==> config.mk <==
export PLATFORM = sky130hd
export DESIGN_NAME = uart_cmd_decoder_flat
export DESIGN_NICKNAME = d
export VERILOG_FILES = /design/src/rtl/uart_cmd_decoder_if.sv /design/src/rtl/uart_cmd_decoder.sv /design/src/flat_wrapper.sv
export SDC_FILE = /design/constraint.sdc
export NUM_CORES = 1
export LEC_CHECK = 0
export BUFFER_PORTS_ARGS = -buffer_cell sky130_fd_sc_hd__buf_2
export CORE_UTILIZATION = 57
export CTS_BUF_LIST = sky130_fd_sc_hd__clkbuf_8
export DETAILED_ROUTE_END_ITERATION = 10
export GPL_ROUTABILITY_DRIVEN = 0
export PLACE_DENSITY = 0.79
export SYNTH_ARGS = -nofsm -noshare
export SYNTH_HDL_FRONTEND = slang
export SYNTH_SLANG_ARGS = --single-unit
==> constraint.sdc <==
create_clock -name clk -period 6.2 [get_ports clk]
set_clock_uncertainty 0.2 [all_clocks]
set_input_delay 1.24 -clock clk [delete_from_list [all_inputs] [get_ports clk]]
set_output_delay 1.24 -clock clk [all_outputs]
set_load 0.01 [all_outputs]
==> src/rtl/uart_cmd_decoder_if.sv <==
// rtl/uart_cmd_decoder_if.sv - byte-stream input and channel command outputs of the UART command decoder
interface uart_cmd_decoder_if #(
    parameter int NUM_CH = 2,
    parameter int CMD_W  = 16,
    parameter int ERR_W  = 8
);
    logic                      rx_dv;
    logic [7:0]                rx_byte;
    logic [NUM_CH-1:0]         cmd_clear;
    logic [NUM_CH*CMD_W-1:0]   cmd;
    logic [NUM_CH-1:0]         cmd_set;
    logic                      cmd_stb;
    logic                      frame_err;
    logic [ERR_W-1:0]          err_cnt;
    logic                      busy;

    modport master (
        output rx_dv, rx_byte, cmd_clear,
        input  cmd, cmd_set, cmd_stb, frame_err, err_cnt, busy
    );

    modport slave (
        input  rx_dv, rx_byte, cmd_clear,
        output cmd, cmd_set, cmd_stb, frame_err, err_cnt, busy
    );
endinterface

==> src/rtl/uart_cmd_decoder.sv <==
// rtl/uart_cmd_decoder.sv - parses "!<ch><hex digits><CR>" frames into per-channel command registers
module uart_cmd_decoder #(
    parameter int NUM_CH       = 2,
    parameter int NUM_DIGITS   = 4,
    parameter int TIMEOUT_CLKS = 43400,
    parameter int ERR_W        = 8
) (
    input  logic              clk,
    input  logic              rst,
    uart_cmd_decoder_if.slave bus
);
    localparam int CMD_W = 4 * NUM_DIGITS;
    localparam int CH_W  = (NUM_CH > 1) ? $clog2(NUM_CH) : 1;
    localparam int DC_W  = (NUM_DIGITS > 1) ? $clog2(NUM_DIGITS) : 1;
    localparam int TO_W  = (TIMEOUT_CLKS > 1) ? $clog2(TIMEOUT_CLKS) : 1;
    localparam logic [TO_W-1:0] TO_LAST = TO_W'((TIMEOUT_CLKS > 0) ? TIMEOUT_CLKS - 1 : 0);
    localparam logic [DC_W-1:0] DC_LAST = DC_W'(NUM_DIGITS - 1);
    localparam logic [7:0]      CH_LAST = 8'(8'h41 + NUM_CH - 1);

    typedef enum logic [1:0] {IDLE, CHAN, DATA, TERM} state_t;

    state_t            state, state_nxt;
    logic [CMD_W-1:0]  acc, acc_nxt;
    logic [CH_W-1:0]   ch, ch_nxt;
    logic              bcast, bcast_nxt;
    logic [DC_W-1:0]   dcnt, dcnt_nxt;
    logic [TO_W-1:0]   tcnt;
    logic              commit, abort, timeout;
    logic              is_hex;
    logic [3:0]        nib;
    logic [7:0]        b;

    assign b = bus.rx_byte;

    // A byte arriving on the expiry cycle wins over the timeout.
    assign timeout = (TIMEOUT_CLKS != 0) && (state != IDLE) && !bus.rx_dv && (tcnt == TO_LAST);

    always_comb begin
        is_hex = 1'b0;
        nib    = 4'd0;
        if (b >= 8'h30 && b <= 8'h39) begin
            is_hex = 1'b1;
            nib    = b[3:0];
        end else if ((b >= 8'h41 && b <= 8'h46) || (b >= 8'h61 && b <= 8'h66)) begin
            is_hex = 1'b1;
            nib    = b[3:0] + 4'd9;
        end
    end

    always_comb begin
        state_nxt = state;
        acc_nxt   = acc;
        ch_nxt    = ch;
        bcast_nxt = bcast;
        dcnt_nxt  = dcnt;
        commit    = 1'b0;
        abort     = 1'b0;
        if (timeout) begin
            state_nxt = IDLE;
            abort     = 1'b1;
        end else if (bus.rx_dv) begin
            case (state)
                IDLE: if (b == 8'h21) state_nxt = CHAN;
                CHAN: begin
                    if (b >= 8'h41 && b <= CH_LAST) begin
                        state_nxt = DATA;
                        ch_nxt    = CH_W'(b - 8'h41);
                        bcast_nxt = 1'b0;
                        acc_nxt   = '0;
                        dcnt_nxt  = '0;
                    end else if (b == 8'h2A) begin
                        state_nxt = DATA;
                        ch_nxt    = '0;
                        bcast_nxt = 1'b1;
                        acc_nxt   = '0;
                        dcnt_nxt  = '0;
                    end else if (b != 8'h21) begin
                        state_nxt = IDLE;
                        abort     = 1'b1;
                    end
                end
                DATA: begin
                    if (is_hex) begin
                        acc_nxt  = (acc << 4) | CMD_W'(nib);
                        dcnt_nxt = dcnt + 1'b1;
                        if (dcnt == DC_LAST) state_nxt = TERM;
                    end else begin
                        state_nxt = (b == 8'h21) ? CHAN : IDLE;
                        abort     = 1'b1;
                    end
                end
                TERM: begin
                    if (b == 8'h0D) begin
                        state_nxt = IDLE;
                        commit    = 1'b1;
                    end else begin
                        state_nxt = (b == 8'h21) ? CHAN : IDLE;
                        abort     = 1'b1;
                    end
                end
                default: state_nxt = IDLE;
            endcase
        end
    end

    always_ff @(posedge clk) begin
        if (rst) begin
            state         <= IDLE;
            acc           <= '0;
            ch            <= '0;
            bcast         <= 1'b0;
            dcnt          <= '0;
            tcnt          <= '0;
            bus.cmd       <= '0;
            bus.cmd_set   <= '0;
            bus.cmd_stb   <= 1'b0;
            bus.frame_err <= 1'b0;
            bus.err_cnt   <= '0;
            bus.busy      <= 1'b0;
        end else begin
            state         <= state_nxt;
            acc           <= acc_nxt;
            ch            <= ch_nxt;
            bcast         <= bcast_nxt;
            dcnt          <= dcnt_nxt;
            tcnt          <= (bus.rx_dv || state_nxt == IDLE) ? '0 : tcnt + 1'b1;
            bus.cmd_stb   <= commit;
            bus.frame_err <= abort;
            bus.busy      <= (state_nxt != IDLE);
            if (abort && bus.err_cnt != '1) bus.err_cnt <= bus.err_cnt + 1'b1;
            // Commit takes priority over an acknowledge landing on the same edge.
            for (int k = 0; k < NUM_CH; k++) begin
                if (commit && (bcast || ch == CH_W'(k))) begin
                    bus.cmd[k*CMD_W +: CMD_W] <= acc;
                    bus.cmd_set[k]            <= 1'b1;
                end else if (bus.cmd_clear[k]) begin
                    bus.cmd_set[k]            <= 1'b0;
                end
            end
        end
    end
endmodule

==> src/flat_wrapper.sv <==
// flat-port wrapper written by rule: the top's interface ports become plain ports
module uart_cmd_decoder_flat 
#(
    parameter int NUM_CH       = 2,
    parameter int NUM_DIGITS   = 4,
    parameter int TIMEOUT_CLKS = 43400,
    parameter int ERR_W        = 8
)
  (clk, rst, bus_rx_dv, bus_rx_byte, bus_cmd_clear, bus_cmd, bus_cmd_set, bus_cmd_stb, bus_frame_err, bus_err_cnt, bus_busy);
  uart_cmd_decoder_if #(.NUM_CH(NUM_CH), .CMD_W(16), .ERR_W(ERR_W)) bus_i ();
  input  logic clk;
  input  logic rst;
  input wire logic [$bits(bus_i.rx_dv)-1:0] bus_rx_dv;
  input wire logic [$bits(bus_i.rx_byte)-1:0] bus_rx_byte;
  input wire logic [$bits(bus_i.cmd_clear)-1:0] bus_cmd_clear;
  output wire logic [$bits(bus_i.cmd)-1:0] bus_cmd;
  output wire logic [$bits(bus_i.cmd_set)-1:0] bus_cmd_set;
  output wire logic [$bits(bus_i.cmd_stb)-1:0] bus_cmd_stb;
  output wire logic [$bits(bus_i.frame_err)-1:0] bus_frame_err;
  output wire logic [$bits(bus_i.err_cnt)-1:0] bus_err_cnt;
  output wire logic [$bits(bus_i.busy)-1:0] bus_busy;
  assign bus_i.rx_dv = bus_rx_dv;
  assign bus_i.rx_byte = bus_rx_byte;
  assign bus_i.cmd_clear = bus_cmd_clear;
  assign bus_cmd = bus_i.cmd;
  assign bus_cmd_set = bus_i.cmd_set;
  assign bus_cmd_stb = bus_i.cmd_stb;
  assign bus_frame_err = bus_i.frame_err;
  assign bus_err_cnt = bus_i.err_cnt;
  assign bus_busy = bus_i.busy;
  uart_cmd_decoder #(.NUM_CH(NUM_CH), .NUM_DIGITS(NUM_DIGITS), .TIMEOUT_CLKS(TIMEOUT_CLKS), .ERR_W(ERR_W)) u_core (.clk(clk), .rst(rst), .bus(bus_i));
endmodule
### Yosys cells after proc, flatten, opt, wreduce, memory -nomap -nowiden

Cells that the tools add are included.

| cells by class | value |
|---|---|
| add/sub/neg operators | 5 |
| magnitude comparators | 7 |
| eq/ne operators | 12 |
| muxes and demuxes | 43 |
| bitwise gates (word level) | 3 |
| reductions and logical operators | 25 |

Operator list:

| operator | count |
|---|---|
| $mux W16 | 3 |
| $pmux W16 S2 | 1 |
| $le A8 B7 Y1 const B | 3 |
| $mux W2 | 12 |
| $mux W1 | 22 |
| $add A16 B1 Y16 const B | 1 |
| $eq A16 B16 Y1 const B | 1 |
| $eq A8 B6 Y1 const B | 2 |
| $ge A8 B7 Y1 const B | 2 |
| $or A16 B4 Y16 | 1 |
| $reduce_bool A2 Y1 | 6 |
| $logic_and A1 B1 Y1 | 9 |
| $add A8 B1 Y8 const B | 1 |
| $eq A8 B4 Y1 const B | 1 |
| $ge A8 B6 Y1 const B | 1 |
| $le A8 B6 Y1 const B | 1 |
| $mux W4 | 2 |
| $ne A8 B6 Y1 const B | 1 |
| $ne A8 B8 Y1 const B | 1 |
| $pmux W2 S4 | 1 |
| $eq A2 B2 Y1 const B | 3 |
| $reduce_and A5 Y1 | 1 |
| $add A4 B4 Y4 const B | 1 |
| $logic_not A2 Y1 | 2 |
| 12 further kinds | 16 |

| storage, ports and cells | value |
|---|---|
| flip-flop bits (word level) | 83 |
| input bits | 13 |
| output and inout port bits | 45 |

### Logic depth before layout (Yosys ltp)

| depth | value |
|---|---|
| word-level depth | 12 |
| mapped depth | 10 |
| gate-level depth less buffers | 8 |

### Worst setup path before layout

OpenSTA, ideal clock, no wires.

| path | value |
|---|---|
| path type | in2reg |
| start | input port bus_rx_byte[1] |
| end | register u_core.bus.cmd[10] |
| setup time | 0.128 ns |
| data arrival time | 3.357 ns |
| data required time | 5.872 ns |
| path slack | 2.516 ns |
| stages | 9 |
| buffers on the path | 1 |
| cells stage by stage | inv_1 > ha_1 > or3b_2 > nor4_1 > nand3_1 > a21oi_2 > buf_2 > mux2i_1 > nor2_1 |

| on the way | value |
|---|---|
| word-level cells in the longest chain between the ends | 6 |

Ends and longest elaborated chain:

| item | line | text |
|---|---|---|
| start, declared | flat_wrapper.sv:14 | `input wire logic [$bits(bus_i.rx_byte)-1:0] bus_rx_byte;` |
| $eq A8 B4 Y1 | uart_cmd_decoder.sv:93 | `if (b == 8'h0D) begin` |
| $mux W1 | uart_cmd_decoder.sv:93 |  |
| $mux W1 | uart_cmd_decoder.sv:62 | `case (state)` |
| $mux W1 | uart_cmd_decoder.sv:61 | `end else if (bus.rx_dv) begin` |
| $mux W1 | uart_cmd_decoder.sv:58 | `if (timeout) begin` |
| $logic_and A1 B1 Y1 | uart_cmd_decoder.sv:133 | `if (commit && (bcast \|\| ch == CH_W'(k))) begin` |
| end signal, assigned | uart_cmd_decoder.sv:114 | `bus.cmd <= '0;` |
| end signal, assigned by index | uart_cmd_decoder.sv:134 | `bus.cmd[k*CMD_W +: CMD_W] <= acc;` |
| end, declared | uart_cmd_decoder_if.sv:24 | `output cmd, cmd_set, cmd_stb, frame_err, err_cnt, busy` |

No other way between the ends.
A chain may end at the register's enable or synchronous reset.

### Worst setup path after layout

| path | value |
|---|---|
| start | input port bus_rx_byte[1] |
| end | register u_core.bus.cmd[14] |

The elaborated chain is that of the path after synthesis.

==> impl.org <==
** Clocking
- Clock-pin slew was measured on the worst setup and hold paths at 0.09 ns.
- Counting every sink on the clock net gives 83.
- Number of buffers on the longest clock path :: 2
- TritonCTS built the clock tree.
- For the worst-skew pair, the clock arrives at the later sink with an insertion delay of 0.36 ns.
- Clk root buf :: sky130_fd_sc_hd__clkbuf_8
- Counting the buffers created by CTS gives 9.
- The H-tree was split into 3 levels.
- Gates resized during post-CTS repair numbered 0.
- Cts-stage hold buffer count :: 0
- In this run the post-CTS setup repair buffer count came out at 0.

** STA
- Shortest clock period the worst path allows after layout :: 3.95 ns
- Transition time of the tightest slew-check pin :: 1.22 ns
- Setup ws final :: 2.25 ns
- Count of endpoints failing hold in the final timing report :: 0
- Final count of negative-setup-slack endpoints :: 0
- Timing would allow up to 253 MHz.
- Fin. max-slew vios :: 0
- Measured against its own limit, the worst slew margin works out to 18.3%.
- Setup total negative slack on the finished layout was measured at 0 ns.
- Tightest hold margin :: 0.254 ns
- The final critical path takes up 63.7% of the cycle.
- Unrepaired setup endpoints after global routing :: no

** Worst setup path
- Max stage delay on crit path :: 0.92 ns
- Type of element capturing the critical path :: register
- The kind of cell with the highest combined delay along the critical path is simple AND/OR/NAND/NOR gates.
- Endpoint of the worst register-to-register path :: u_core.bus.err_cnt[5]
- Data on the critical path is required at its endpoint by 6.22 ns.
- STA classifies the critical path startpoint as an input pin.
- Slowest library cell on the worst path :: sky130_fd_sc_hd__a21oi_2
- Critical path, cell by cell :: buf_2 > inv_1 > ha_1 > or3b_2 > nor4_1 > nand3_1 > a21oi_2 > mux2i_1 > nor2_1
- The worst register-to-register path has a setup slack of 3.04 ns.
- Worst r2r path cells :: 8
- Worst path buffer plus inverter count :: 2
- In this run the worst path has a maximum fanout of 17.
- Launching point of the worst reg2reg path :: u_core.state[0]
- Critical path start-end classification :: input pin to register
- Worst Path Arrival :: 3.97 ns

** Floorplanning
- The die covers 0.00670 sq mm.
- In this run the vertical extent of the chip is 81.9 um.
- Measured along the x axis, the die boundary spans 81.9 um.
- Starting density of the core :: 60.3%
- In this run the count of I/O pins placed on the die edge is 58.
- Area inside the core boundary :: 0.00603 sq mm
- The floorplan has 28 rows.

** Yosys
- Asr flop ratio synth :: 0%
- After synthesis, flip-flops and latches occupy 45.7% of the total area.
- Number of enable flip-flop cells after synthesis :: 0
- Unique masters post-synth :: 47
- Synthesized area :: 0.00364 sq mm
- During synthesis, Yosys emitted a total of 0 warnings.
- Synthesis inferred 83 register bits.
- Cells after Synth :: 427
- In the synthesized netlist the dominant register cell turns out to be sky130_fd_sc_hd__dfxtp_1.
- A synthesized cell averages 8.52 sq um.
- Synthesis produced a netlist with a net count of 451.

** Power and ir drop
- Power comes to 918 uW.
- Ratio of total power to cell area :: 223 mW/mm^2
- Maximum vdd ir drop :: 0.000195 V
- Leakage dissipation :: 1.51 nW

** GRT
- GRT Overall Usage :: 24.7%
- Maximum number of pins on one net before global-route repair :: 67
- Initial antenna violation count :: 0
- Global-route wire length before repair :: 12700 um
- Global route total overflow :: 0
- The number of global-route vias before repair was 2831.

** Min path
- In this run the worst hold path is classified as register to register.
- Hold Path End :: u_core.bus.cmd[18]
- Min-Delay Startpoint :: u_core.bus.cmd[18]
- The worst hold path passes through 2 cells.

** Final layout
- Fill cells in the final layout number 520.
- # nets final :: 500
- Flip-flop and latch area :: 0.00166 sq mm
- Of the cells placed in the final design, the portion with a size suffix greater than 1 is 17.7%.
- Number of cells in the finished layout apart from fillers :: 556
- In the final layout, the multi-input gates occupy 0.00182 sq mm.
- Antenna diode count :: 0
- Area overhead of the layout relative to synthesis :: 13.2%

** Place
- Worst setup slack before clock tree synthesis :: 1.87 ns
- During placement, the flow inserted port buffers numbering 57.
- Detailed Place HPWL :: 5310 um
- In this run, placement finished with an instance count of 540.

** Status
- The flow ran to the end, and the final reports show no timing, DRC or antenna violations.

** Detailed routing
- In the final routed layout, each cell accounts on average for 13.7 um.
- In the routed design, unresolved DRC markers number 0.
- The count of nets left with antenna violations once routing finished came out at 0.
- Vias per std cell :: 5.64
- DR iter-0 viols :: 180
- For this block, the routed nets add up to 7620 um of wire.
- Before antenna repair, the detailed router went through 4 iterations.
- Via total after detailed routing :: 3134

** Run
- Across the run, the number of max-cap violations was 0.
-- how the worst max path moves through the flow --
stage / cells past startpoint / end / startpoint
floorplan: 9 / u_core.bus.cmd[10] / bus_rx_byte[1]
global placement: 9 / u_core.bus.cmd[12] / bus_rx_byte[1]
detailed placement: 9 / u_core.bus.cmd[14] / bus_rx_byte[1]
CTS: 9 / u_core.bus.cmd[14] / bus_rx_byte[1]
global route: 9 / u_core.bus.cmd[4] / bus_rx_byte[1]
finish: 9 / u_core.bus.cmd[14] / bus_rx_byte[1]
-- logic make-up after synthesis --
family / synth area share (%)
xor gates and xnor gates: 2.89
buffers and inverters: 4.23
and+or+nand+nor: 23.7
AOI/OAI and AO/OA: 14.1
DFF: 45.7
adders and majority gates: 3.79
muxes: 5.57
-- stage by stage --
step	instance area [sq um]	util (%)
3_5_place_dp	3930	65.3
3_3_place_gp	3930	65.3
2_1_floorplan	3640	-
5_1_grt	4120	68.3
4_1_cts	4120	68.3
6_report	4120	68.3
-- power breakdown --
group | internal, mW | switching (mW) | total (mW)
Sequential | 0.532 | 0.0000245 | 0.532
Combinational | 0.00850 | 0.0169 | 0.0254
Clock | 0.160 | 0.201 | 0.360
Total | 0.701 | 0.218 | 0.918
-- worst reg2reg max path, delay by kind of cell (launching register included) --
kind            cells  cell delay [ns]
compound gates      1             0.49
mux                 1             0.37
flops               1             0.39
fa+ha+maj           1             0.28
buf+inv             1             0.11
simple gates        4             1.23
-- layer usage --
metal | global-route usage [%] | routed length (um) | up-vias
met1 | 28.3 | 3370 | 1443
met3 | 6.56 | 383 | 21
li1 | - | - | 1579
met5 | 0 | 0 | -
met2 | 43.1 | 3710 | 91
met4 | 10.7 | 156 | 0
-- layout make-up --
type                       instances  share of cell area (%)
clock buffer                      10                    3.34
sequential                        83                    40.4
tap                               75                    2.28
multi-input combinational        308                    44.2
timing repair buffer              59                    7.29
inverter                          15                    1.37
clock inverter                     6                    1.15
-- cell usage after synthesis, drive strengths merged, types with 4 or more instances --
library cell	number	area share, %
ha	11	3.8
o21ai	7	0.96
a211oi	4	1.1
a21oi	54	7.5
nand2	64	6.6
or3	10	1.7
dfxtp	83	46
nand4	5	0.86
o31ai	6	1.2
nand3	24	3.3
nor4b	5	1.2
inv	15	1.5
or4	6	1.3
nor2b	5	0.86
mux2i	18	5.0
and3	4	0.83
clkbuf	16	1.7
buf	5	1.0
xnor2	9	2.2
nor2	45	4.6
-- cell usage in the layout (no fill, tap or decap), types with 3 or more instances in the layout --
cell | netlist | layout
sky130_fd_sc_hd__o31ai_1 | 6 | 6
sky130_fd_sc_hd__nor2b_1 | 5 | 5
sky130_fd_sc_hd__ha_1 | 11 | 11
sky130_fd_sc_hd__or3_1 | 10 | 10
sky130_fd_sc_hd__nor3_1 | 3 | 3
sky130_fd_sc_hd__buf_2 | 3 | 57
sky130_fd_sc_hd__nand4_1 | 5 | 5
sky130_fd_sc_hd__a21oi_1 | 53 | 53
sky130_fd_sc_hd__mux2i_1 | 18 | 18
sky130_fd_sc_hd__dfxtp_1 | 83 | 83
sky130_fd_sc_hd__o21ai_0 | 6 | 6
sky130_fd_sc_hd__clkbuf_8 | 0 | 10
sky130_fd_sc_hd__nor4b_1 | 5 | 5
sky130_fd_sc_hd__xor2_1 | 3 | 3
sky130_fd_sc_hd__nand2_1 | 64 | 64
sky130_fd_sc_hd__and3_1 | 3 | 3
sky130_fd_sc_hd__inv_1 | 15 | 15
sky130_fd_sc_hd__nand3_1 | 24 | 24
sky130_fd_sc_hd__xnor2_1 | 9 | 9
sky130_fd_sc_hd__or4_1 | 5 | 5
sky130_fd_sc_hd__nor2_1 | 45 | 45
-- sequential cells by signal (all words and copies together), names as in the netlist, 2 cells and up --
register	count
u_core.bus.cmd_set	2
u_core.state	2
u_core.tcnt	16
u_core.bus.err_cnt	8
u_core.acc	16
u_core.bus.cmd	32
u_core.dcnt	2
Note: power is estimated with default switching activity, not from simulation.
